<file path="config.mk">
export PLATFORM = sky130hd
export DESIGN_NAME = sprite_mover
export DESIGN_NICKNAME = d
export VERILOG_FILES = /design/src/rtl/sprite_mover.sv
export SDC_FILE = /design/constraint.sdc
export NUM_CORES = 1
export LEC_CHECK = 0
export ABC_AREA = 1
export BUFFER_PORTS_ARGS = -buffer_cell sky130_fd_sc_hd__buf_2
export CAP_MARGIN = 25
export CORE_UTILIZATION = 25
export CTS_BUF_LIST = sky130_fd_sc_hd__clkbuf_16
export DETAILED_ROUTE_END_ITERATION = 10
export SLEW_MARGIN = 20
export SYNTH_ARGS = -nofsm -noshare
export SYNTH_HDL_FRONTEND = slang
export SYNTH_SLANG_ARGS = --single-unit
</file>
<file path="constraint.sdc">
create_clock -name clk -period 2 [get_ports clk]
set_input_delay 0.2 -clock clk [delete_from_list [all_inputs] [get_ports clk]]
set_output_delay 0.2 -clock clk [all_outputs]
set_load 0.02 [all_outputs]
</file>
<file path="src/rtl/sprite_mover.sv">
// Sprite engine: draws a W x H block at a fixed column and a clamped, movable row,
// erasing and redrawing it once every FRAME_DIV frame ticks.
module sprite_mover #(
    parameter int           W         = 4,
    parameter int           H         = 4,
    parameter int           X_POS     = 10,
    parameter int           Y_INIT    = 60,
    parameter int           Y_MIN     = 0,
    parameter int           Y_MAX     = 114,
    parameter int           STEP      = 1,
    parameter int           FRAME_DIV = 15,
    parameter logic [2:0]   FG        = 3'b111,
    parameter logic [2:0]   BG        = 3'b000
) (
    input  logic       clk,
    input  logic       reset_n,
    input  logic       go,
    input  logic       frame_tick,
    input  logic       up,
    input  logic       down,
    output logic [8:0] x_out,
    output logic [7:0] y_out,
    output logic [2:0] color_out,
    output logic       plot,
    output logic       busy,
    output logic [7:0] y_pos
);

    typedef enum logic [2:0] {
        S_IDLE,
        S_DRAW,
        S_WAIT,
        S_ERASE,
        S_MOVE
    } state_t;

    localparam logic [3:0] XC_LAST = 4'(W - 1);
    localparam logic [3:0] YC_LAST = 4'(H - 1);
    localparam logic [7:0] FC_LAST = 8'(FRAME_DIV - 1);
    localparam logic [8:0] Y_MIN9  = 9'(Y_MIN);
    localparam logic [8:0] Y_MAX9  = 9'(Y_MAX);
    localparam logic [8:0] STEP9   = 9'(STEP);
    localparam logic [8:0] X_POS9  = 9'(X_POS);

    state_t     state_q, state_d;
    logic [7:0] y_q, y_d;
    logic [3:0] xc_q, xc_d;
    logic [3:0] yc_q, yc_d;
    logic [7:0] fc_q, fc_d;

    logic       last_pixel;
    logic       last_tick;
    logic [8:0] y_ext;
    logic [8:0] y_up;
    logic [8:0] y_dn;

    assign last_pixel = (xc_q == XC_LAST) && (yc_q == YC_LAST);
    assign last_tick  = frame_tick && (fc_q == FC_LAST);

    // Clamps are evaluated one bit wider so y-STEP and y+STEP never wrap.
    assign y_ext = {1'b0, y_q};
    assign y_up  = (y_ext < Y_MIN9 + STEP9) ? Y_MIN9 : y_ext - STEP9;
    assign y_dn  = (y_ext + STEP9 > Y_MAX9) ? Y_MAX9 : y_ext + STEP9;

    always_ff @(posedge clk) begin
        if (!reset_n) begin
            state_q <= S_IDLE;
            y_q     <= 8'(Y_INIT);
            xc_q    <= 4'd0;
            yc_q    <= 4'd0;
            fc_q    <= 8'd0;
        end else begin
            state_q <= state_d;
            y_q     <= y_d;
            xc_q    <= xc_d;
            yc_q    <= yc_d;
            fc_q    <= fc_d;
        end
    end

    always_comb begin
        state_d = state_q;
        case (state_q)
            S_IDLE:  if (go)         state_d = S_DRAW;
            S_DRAW:  if (last_pixel) state_d = S_WAIT;
            S_WAIT:  if (last_tick)  state_d = S_ERASE;
            S_ERASE: if (last_pixel) state_d = S_MOVE;
            S_MOVE:                  state_d = S_DRAW;
            default:                 state_d = S_IDLE;
        endcase
    end

    // Pixel counters sweep row-major and rest at zero outside DRAW/ERASE.
    always_comb begin
        y_d  = y_q;
        xc_d = 4'd0;
        yc_d = 4'd0;
        fc_d = fc_q;
        case (state_q)
            S_DRAW, S_ERASE: begin
                if (last_pixel) begin
                    if (state_q == S_DRAW) fc_d = 8'd0;
                end else if (xc_q == XC_LAST) begin
                    yc_d = yc_q + 4'd1;
                end else begin
                    xc_d = xc_q + 4'd1;
                    yc_d = yc_q;
                end
            end
            S_WAIT: begin
                if (last_tick)       fc_d = 8'd0;
                else if (frame_tick) fc_d = fc_q + 8'd1;
            end
            S_MOVE: begin
                if (up && !down)      y_d = y_up[7:0];
                else if (down && !up) y_d = y_dn[7:0];
            end
            default: fc_d = 8'd0;
        endcase
    end

    always_comb begin
        plot      = (state_q == S_DRAW) || (state_q == S_ERASE);
        busy      = (state_q != S_IDLE);
        color_out = (state_q == S_DRAW) ? FG : BG;
        x_out     = X_POS9 + {5'd0, xc_q};
        y_out     = y_q + {4'd0, yc_q};
        y_pos     = y_q;
    end

endmodule

</file>
# --- After elaboration in Yosys (flattened, before gate mapping) ---
# Index checks and enable logic that the tools add are counted.
classes:
  addsub: 7
  n_lt_le_gt_ge: 2
  n_eq_ne: 14
  mux: 15
  bitwise_logic: 3
  reduce_logical: 16
ops:
  columns: ["cell", "count"]
  rows:
  - ["8-bit two-way mux", 8]
  - ["8-bit one-hot mux with 3 select lines", 1]
  - ["3-bit two-way mux", 5]
  - ["3-bit one-hot mux with 5 select lines", 1]
  - ["2-bit != test, second input constant", 6]
  - ["8-bit by 1-bit adder with 9-bit output, second input constant", 1]
  - ["9-bit by 7-bit > comparator with 1-bit output, second input constant", 1]
  - ["4-bit by 1-bit adder with 4-bit output, second input constant", 2]
  - ["8-bit by 1-bit adder with 8-bit output, second input constant", 1]
  - ["8-bit by 4-bit adder with 8-bit output", 1]
  - ["4-bit by 2-bit == test with 1-bit output, second input constant", 2]
  - ["8-bit by 4-bit == test with 1-bit output, second input constant", 1]
  - ["8-bit by 1-bit < comparator with 1-bit output, second input constant", 1]
  - ["4-bit AND reduction", 2]
  - ["8-bit by 1-bit subtractor with 8-bit output, second input constant", 1]
  - ["3-bit by 2-bit == test with 1-bit output, second input constant", 2]
  - ["4-bit by 4-bit adder with 5-bit output, first input constant", 1]
  - ["1-bit logical AND", 4]
  - ["4-bit OR reduction", 1]
  - ["3-bit by 1-bit == test with 1-bit output, second input constant", 1]
  - ["3-bit == test, second input constant", 1]
  - ["3-bit logical NOT", 1]
  - ["3-bit != test, second input constant", 1]
  - ["1-bit NOT", 3]
  - ["7 further kinds", 8]
totals:
  regBits: 27
  in_bits: 6
  output_inout_bits: 30
  wordCells: 62

# --- Longest topological paths before layout ---
# Gate-level depths: netlist of run 1.
logic_depth:
  depth_word: 5
  mapped_depth: 12
  ltp_nobuf: 12

# --- Worst setup path after synthesis of run 1 ---
# Ideal clock, no wire load.
synth_path:
  path_kind: "register to output"
  start: "register y_q[0] (netlist: y_pos[0])"
  end: "output y_out[6]"
  t_arrival_ns: 1.958
  t_required_ns: 1.800
  path_slack_ns: -0.158
  path_stages_with_launch: 7
  path_buffers: 0
  path_cell_list: "dfxtp_1 > ha_1 > inv_1 > fa_1 > o21ai_0 > nand2_1 > xor2_1"
synth_via:
  elab_chain_len: 1
synth_rtl:
  columns: ["element", "line", "rtl"]
  rows:
  - ["start: declaration", "46", "logic [7:0] y_q, y_d;"]
  - ["start signal: assignment", "68", "y_q <= 8'(Y_INIT);"]
  - ["start signal: assignment", "74", "y_q <= y_d;"]
  - ["8-bit by 4-bit adder with 8-bit output", "127", "y_out = y_q + {4'd0, yc_q};"]
  - ["end: declaration", "22", "output logic [7:0] y_out,"]
# Every way passes these cells.

# --- Worst setup path after layout of run 1 ---
# Ends and elaborated chain as after synthesis.

==> results of run 1 <==
==> metrics by stage <==
stage | util | area (um^2) | setup slack, ns | power [mW]
after global routing | 0.318 | 2500 | -0.00729 | 1.99
after floorplan | - | 2070 | 0.0127 | 1.27
after detailed placement | 0.296 | 2320 | 0.161 | 1.39
after CTS | 0.313 | 2450 | 0.000942 | 1.86
after global placement | 0.296 | 2320 | 0.187 | 1.38
final | 0.318 | 2500 | 0.0517 | 1.84
==> area by class of cell <==
class / count / area [um^2]
Tap cell: 102 / 128
Inverter: 38 / 150
Clock inverter: 1 / 5.00
Fill cell: 861 / 5350
Sequential cell: 27 / 548
Clock buffer: 3 / 75.1
Multi-Input combinational cell: 218 / 1350
Timing Repair Buffer: 40 / 239
==> power groups by stage <==
stage	Clock [mW]	Sequential, mW	Combinational (mW)
after global placement	0	0.675	0.710
after floorplan	0	0.651	0.615
after CTS	0.480	0.664	0.718
after global routing	0.502	0.678	0.807
final	0.466	0.665	0.708
after detailed placement	0	0.673	0.716
==> synth_stat cells, drive strengths merged <==
| master | n | share of area |
|---|---|---|
| fa | 1 | 0.0097 |
| or2 | 2 | 0.0061 |
| nor3 | 9 | 0.030 |
| ha | 13 | 0.079 |
| nand2 | 70 | 0.15 |
| dfxtp | 27 | 0.26 |
| a21oi | 18 | 0.051 |
| nand3b | 2 | 0.0073 |
| nand4 | 5 | 0.015 |
| a211oi | 1 | 0.0037 |
| xnor2 | 6 | 0.026 |
| a31oi | 1 | 0.0030 |
| nor3b | 1 | 0.0037 |
| inv | 37 | 0.069 |
| nor2 | 38 | 0.084 |
| nand3 | 17 | 0.046 |
| mux2i | 1 | 0.0049 |
| xor2 | 10 | 0.043 |
| clkinv | 1 | 0.0043 |
| o21ai | 17 | 0.049 |
| conb | 1 | 0.0018 |
| o21bai | 2 | 0.0073 |
| buf | 13 | 0.048 |
==> critical path: cells and delay by family, from the launching register on <==
kind | cells | cell delay (ns)
flops | 1 | 0.36
compound gates | 1 | 0.15
simple gates | 1 | 0.04
xor+xnor | 1 | 0.14
buf+inv | 3 | 0.28
fa+ha+maj | 2 | 0.50
==> layer usage <==
layer	part of all wire	routed length [um]
met4	0.018	87
met3	0.035	174
met2	0.47	2300
met1	0.48	2370
met5	0	0
==> kinds of logic after synthesis <==
| group | synth area share |
|---|---|
| buffers and inverters | 0.121 |
| other | 0.00183 |
| flip-flops | 0.263 |
| AO/OA/AOI/OAI | 0.114 |
| XOR/XNOR | 0.0682 |
| AND/OR/NAND/NOR | 0.339 |
| multiplexers | 0.00487 |
| adder cells (fa/ha/maj) | 0.0889 |
==> worst max path at each step <==
stage / start / to / slack, ns / depth (start not counted)
5_1_grt: y_pos[0]$_SDFFE_PN0P_ / y_out[6] / -0.007 / 8
4_1_cts: y_pos[1]$_SDFFE_PN0P_ / y_out[7] / 0.0009 / 9
2_1_floorplan: y_pos[1]$_SDFFE_PN0P_ / y_out[4] / 0.01 / 4
6_report: y_pos[0]$_SDFFE_PN0P_ / y_out[6] / 0.05 / 8
3_3_place_gp: yc_q[0]$_SDFFE_PP0P_ / y_out[6] / 0.19 / 8
3_5_place_dp: yc_q[0]$_SDFFE_PP0P_ / y_out[6] / 0.16 / 8
==> repair_timing <==
item	in CTS	in global routing
resized for setup	16	9
endpoints found under the setup margin	3	4
buffers inserted	0	2
pin swaps	4	9
==> flip-flops by register name (all words and copies together), names as in the netlist <==
signal   flops
fc_q         8
y_pos        8
xc_q         4
yc_q         4
state_q      3
==> run summary, run 1 <==
status - finished clean
latest clock arrival within the worst-skew pair - 0.27 ns
vias in the first global route - 1825
Crit Path Max Fanout - 2
# H-tree levels - 1
most frequent cells in the layout - nand2_1 (59), inv_1 (30), nor2_1 (29), buf_2 (29), dfxtp_1 (21)
hold path startpoint - reset_n
CP Data Arrival Time - 1.75 ns
Post-DRT Antenna Nets - 0
GRT met1 Usage - 0.158
NetSw - 758 uW
initial antenna violation count - 0
CP Launch Type - flip-flop
die area - 0.00858 mm^2
Starting Density - 0.262
sequential share of power - 0.361
die width - 92.7 um
Hold Path Sink - y_pos[2]$_SDFFE_PN1P_
First DRT Iteration DRCs - 63
Final GP Congestion - 0.837
final worst path period share - 0.974
IO Count - 36
gr usage total - 0.120
Clock Skews - 0.00517 ns
post-DP HPWL - 3.76 mm
flop-to-flop setup slack - 0.27 ns
Core Region - 0.00785 mm^2
gate count after technology mapping - 293
Leakage - 1.08 nW
Final nets - 348
CP most frequent cell - buf_6
Mapped Area - 0.00205 mm^2
slew margin rel. - 0.651
CTS Buf Count - 3
max-slew violation count - 0
pin count of the biggest net entering global routing - 16
final wirelength - 4.92 mm
fmax - 513 MHz
Netlist cell types - 39
final hold vios - 0
worst min path class - in -> reg
reg-to-reg startpoint - y_pos[1]$_SDFFE_PN0P_
# DRC - 0
CP Capture Type - primary output
Setup-failing EPs final - 0
Clock Sink Count - 27
placed cells - 424
CP peak stage delay - 0.36 ns
Via Count - 1905
Power Density - 736 mW/mm^2
diode count - 0
Root Driver - clkbuf_16
WP data required - 1.80 ns
CP Cell Sequence - ha_4, inv_2, fa_2, o21ai_2, buf_6, nand2_4, xor2_2, buf_6
Die Ht - 92.7 um
Crit-path slowest cell - dfxtp_2
worst-margin pin slew - 0.523 ns
Int Power - 1.08 mW
most common cell after layout, fill and taps aside - nand2_1
setup repair after global routing missed its margin - yes
clock network fraction of design power - 0.254
Worst Hold Margin - 0.238 ns
Combinational Power Share - 0.385
setup tns final - 0 ns
Synth Register Bits - 27
WL per Instance - 11.5 um
met3 Track Usage GR - 0.0197
first-pass GRT wire length - 8.30 mm
hold depth - 2
global route total overflow - 0
R2R cell count - 14
# rows - 32
clk buf depth - 2
RR Endpoint - y_pos[0]$_SDFFE_PN0P_
Switching Share - 0.412
sequential area share after synthesis - 0.263
CTS tree - built
layout cell share with drive strength beyond 1 - 0.300
Layout area overhead - 21.6%
GRT busiest layer - met2
post-layout min period - 1.95 ns
Avg Cell Area, Syn - 7.01 um^2
yosys warns - 0
max-cap violation count - 0
drt first pass iters - 4
IO buf count - 31
peak supply drop - 0.391 mV
crit path kind - reg -> out
met2 global-route usage - 0.195
clock slew at reported path FFs - 0.07 ns
vias per cell - 4.44
post-cts hold buffer count - 0
Final Non-Filler Cells - 429
(Power assumes the default switching activity.)
==> run 2: changes to the inputs <==
Settings changed: ABC_AREA 1 to not set.
==> run 2 against run 1 <==
The flow now finishes with violations (setup timing). Power is 38% lower. Non-clock buffer count rose by 27. Combinational power is 84% lower. Hold slack improved by 0.041 ns. Register-to-register slack got worse by 0.24 ns. Critical path type unchanged. Largest cell class unchanged.
==> run summary, run 2 <==
status - finished, violations left
failing checks - setup timing
# H-tree levels - 1 (unchanged)
Synth top area share - 0.270 (+0.00657)
Hold Path Sink - y_pos[4]$_SDFFE_PN1P_
flop-to-flop setup slack - 0.03 ns (-0.24 ns)
CP Cell Sequence - inv_1, fa_2, nor2b_1, o21ai_1, nand2b_1, nor2b_4, xor2_2, buf_6
Starting Density - 0.259 (-0.00241)
Mapped Area - 0.00200 mm^2 (-2.4%)
drt first pass iters - 4 (unchanged)
die area - 0.00838 mm^2 (-2.4%)
most common cell after layout, fill and taps aside - buf_4
CTS tree - built
CP peak stage delay - 0.40 ns (+0.04 ns)
CP Buf/Inv Count - 2 (-1)
Crit Path Max Fanout - 3 (+1)
setup repair after global routing missed its margin - yes
Multi-input gate area - 0.00144 mm^2 (+6.7%)
setup tns final - -0.116 ns (-0.116 ns)
Netlist cell types - 56 (+44%)
Final GP Congestion - 0.836 (-0.17%)
max-cap violation count - 0 (unchanged)
die width - 91.5 um (-1.2%)
sequential share of power - 0.478 (+0.117)
vias per cell - 4.75 (+7.0%)
crit-path leading delay family - adder cells
WL per Instance - 11.9 um (+3.4%)
Clock Sink Count - 27 (unchanged)
crit path kind - reg -> out
reg-to-reg startpoint - y_pos[0]$_SDFFE_PN0P_
hold depth - 2 (unchanged)
CP Capture Type - primary output
worst-margin pin slew - 0.651 ns (+0.128 ns)
IO buf count - 31 (unchanged)
# rows - 32 (unchanged)
IO Count - 36 (unchanged)
Setup-failing EPs final - 2 (+2)
post-cts hold buffer count - 0 (unchanged)
Power Density - 427 mW/mm^2 (-42%)
most frequent cells in the layout - buf_4 (39), nor2_1 (35), buf_2 (27)
Synth Register Bits - 27 (unchanged)
clock network fraction of design power - 0.425 (+0.171)
Place WS - 0.0133 ns (-0.148 ns)
Combinational Power Share - 0.097 (-0.288)
vias in the first global route - 1869 (+2.4%)
Post-synth ARST share - 0 (unchanged)
number of synthesized flops with an enable pin - 0 (unchanged)
initial antenna violation count - 0 (unchanged)
final hold vios - 0 (unchanged)
Layout area overhead - 34.1%
First DRT Iteration DRCs - 110 (+75%)
gate count after technology mapping - 252 (-14%)
Leakage - 1.10 nW (+1.8%)
slew margin rel. - 0.565 (-0.0860)
PnR worst setup slack - -0.0742 ns (-0.126 ns)
register area - 557 um^2 (+1.6%)
fmax - 482 MHz (-6.1%)
Switching Share - 0.254 (-0.158)
Root Driver - clkbuf_16
worst min path class - in -> reg
CP Launch Type - flip-flop
Final nets - 330 (-5.2%)
most frequent cells after synthesis - nor2_1 (36), dfxtp_1 (27), nand2_1 (24)
latest clock arrival within the worst-skew pair - 0.27 ns (about the same)
clock slew at reported path FFs - 0.07 ns (about the same)
Finished Core Util - 0.348 (+0.0296)
DP Area - 0.00245 mm^2 (+5.6%)
Core Region - 0.00773 mm^2 (-1.5%)
clk buf depth - 2 (unchanged)
Crit path depth - 8 (unchanged)
Die Ht - 91.5 um (-1.2%)
NetSw - 292 uW (-62%)
Total Power - 1.15 mW (-38%)
CP Data Arrival Time - 1.87 ns (+0.12 ns)
RR Endpoint - y_pos[1]$_SDFFE_PN0P_
Synth area leaders - dfxtp_1 (27%), ha_1 (8.1%), nor2_1 (6.7%)
WP data required - 1.80 ns (about the same)
FILL cells - 803 (-6.7%)
pin count of the biggest net entering global routing - 18 (+2)
Post-DRT Antenna Nets - 0 (unchanged)
Clock Skews - 0.00631 ns (+0.00114 ns)
gr usage total - 0.122 (+0.00134)
post-layout min period - 2.07 ns (+0.126 ns)
global route total overflow - 0 (unchanged)
diode count - 0 (unchanged)
peak supply drop - 0.327 mV (-16%)
layout cell share with drive strength beyond 1 - 0.346 (+0.0466)
post-DP HPWL - 3.74 mm (-0.66%)
yosys warns - 0 (unchanged)
final instance area - 0.00269 mm^2 (+7.6%)
# DRC - 0 (unchanged)
Synth area leader - dfxtp_1
CTS Buf Count - 3 (unchanged)
hold path startpoint - reset_n
Top FF cell, synth - dfxtp_1
most frequent cell after synthesis - nor2_1
sequential area share after synthesis - 0.270 (+0.00657)
max-slew violation count - 0 (unchanged)
final wirelength - 4.88 mm (-0.89%)
first-pass GRT wire length - 8.48 mm (+2.2%)
Int Power - 857 uW (-21%)
R2R cell count - 9 (-5)
final worst path period share - 1.04 (+0.0630)
Crit-path slowest cell - fa_2
Avg Cell Area, Syn - 7.95 um^2 (+13%)
Via Count - 1952 (+2.5%)
run 2: layer usage:
layer  global-route usage  part of all wire
met4               0.0198            0.0047
met2                0.209              0.47
met3               0.0251             0.057
met1                0.159              0.46
met5                    0                 0
run 2: repair_timing:
action | CTS | global route
pin swaps | 7 | 8
resized for setup | 21 | 15
setup buffers | 5 | 0
setup endpoints to repair | 4 | 19
gates cloned | 0 | 0
run 2: worst max-delay path by stage:
stage | start | to | slack (ns)
after floorplan | y_pos[0]$_SDFFE_PN0P_ | y_out[6] | 0.04
after global placement | y_pos[0]$_SDFFE_PN0P_ | y_out[6] | 0.03
after detailed placement | yc_q[0]$_SDFFE_PP0P_ | y_out[6] | 0.01
after CTS | y_pos[0]$_SDFFE_PN0P_ | y_out[6] | -0.1
after global routing | yc_q[0]$_SDFFE_PP0P_ | y_out[6] | -0.18
final | y_pos[1]$_SDFFE_PN0P_ | y_out[6] | -0.07
run 2: cells by family after synthesis:
family | count (synthesis) | synth area share
other | 1 | 0.00187
AOI/OAI and AO/OA | 52 | 0.179
xor gates and xnor gates | 22 | 0.0961
DFF | 27 | 0.270
muxes | 2 | 0.0131
buffers and inverters | 27 | 0.0662
adders and majority gates | 14 | 0.0911
and+or+nand+nor | 107 | 0.283
run 2: power groups by stage:
stage / sequential (mW) / combinational [mW] / clock, mW
after floorplan: 0.562 / 0.0879 / 0
after global placement: 0.564 / 0.108 / 0
after detailed placement: 0.564 / 0.109 / 0
after CTS: 0.550 / 0.109 / 0.508
after global routing: 0.551 / 0.123 / 0.527
final: 0.549 / 0.111 / 0.488
run 2: worst reg2reg max path, cell delays in order (launching register included):
cell	delay [ns]
dfxtp_4	0.35
buf_4	0.14
inv_2	0.06
ha_2	0.17
or4b_4	0.48
buf_4	0.16
nor2_2	0.10
nor2_1	0.05
o221a_2	0.22
o31a_1	0.11
run 2: per-stage QoR:
stage	hold WS (ns)	cells
floorplan	0.394	255
global placement	0.445	402
detailed placement	0.447	402
CTS	0.260	411
global route	0.274	411
finish	0.279	411
run 2: cell type report:
type / count / area share
Multi-Input combinational cell: 201 / 0.537
Sequential cell: 27 / 0.207
Timing Repair Buffer: 67 / 0.163
Tap cell: 102 / 0.0475
Clock buffer: 3 / 0.0279
Inverter: 10 / 0.0140
Clock inverter: 1 / 0.00326
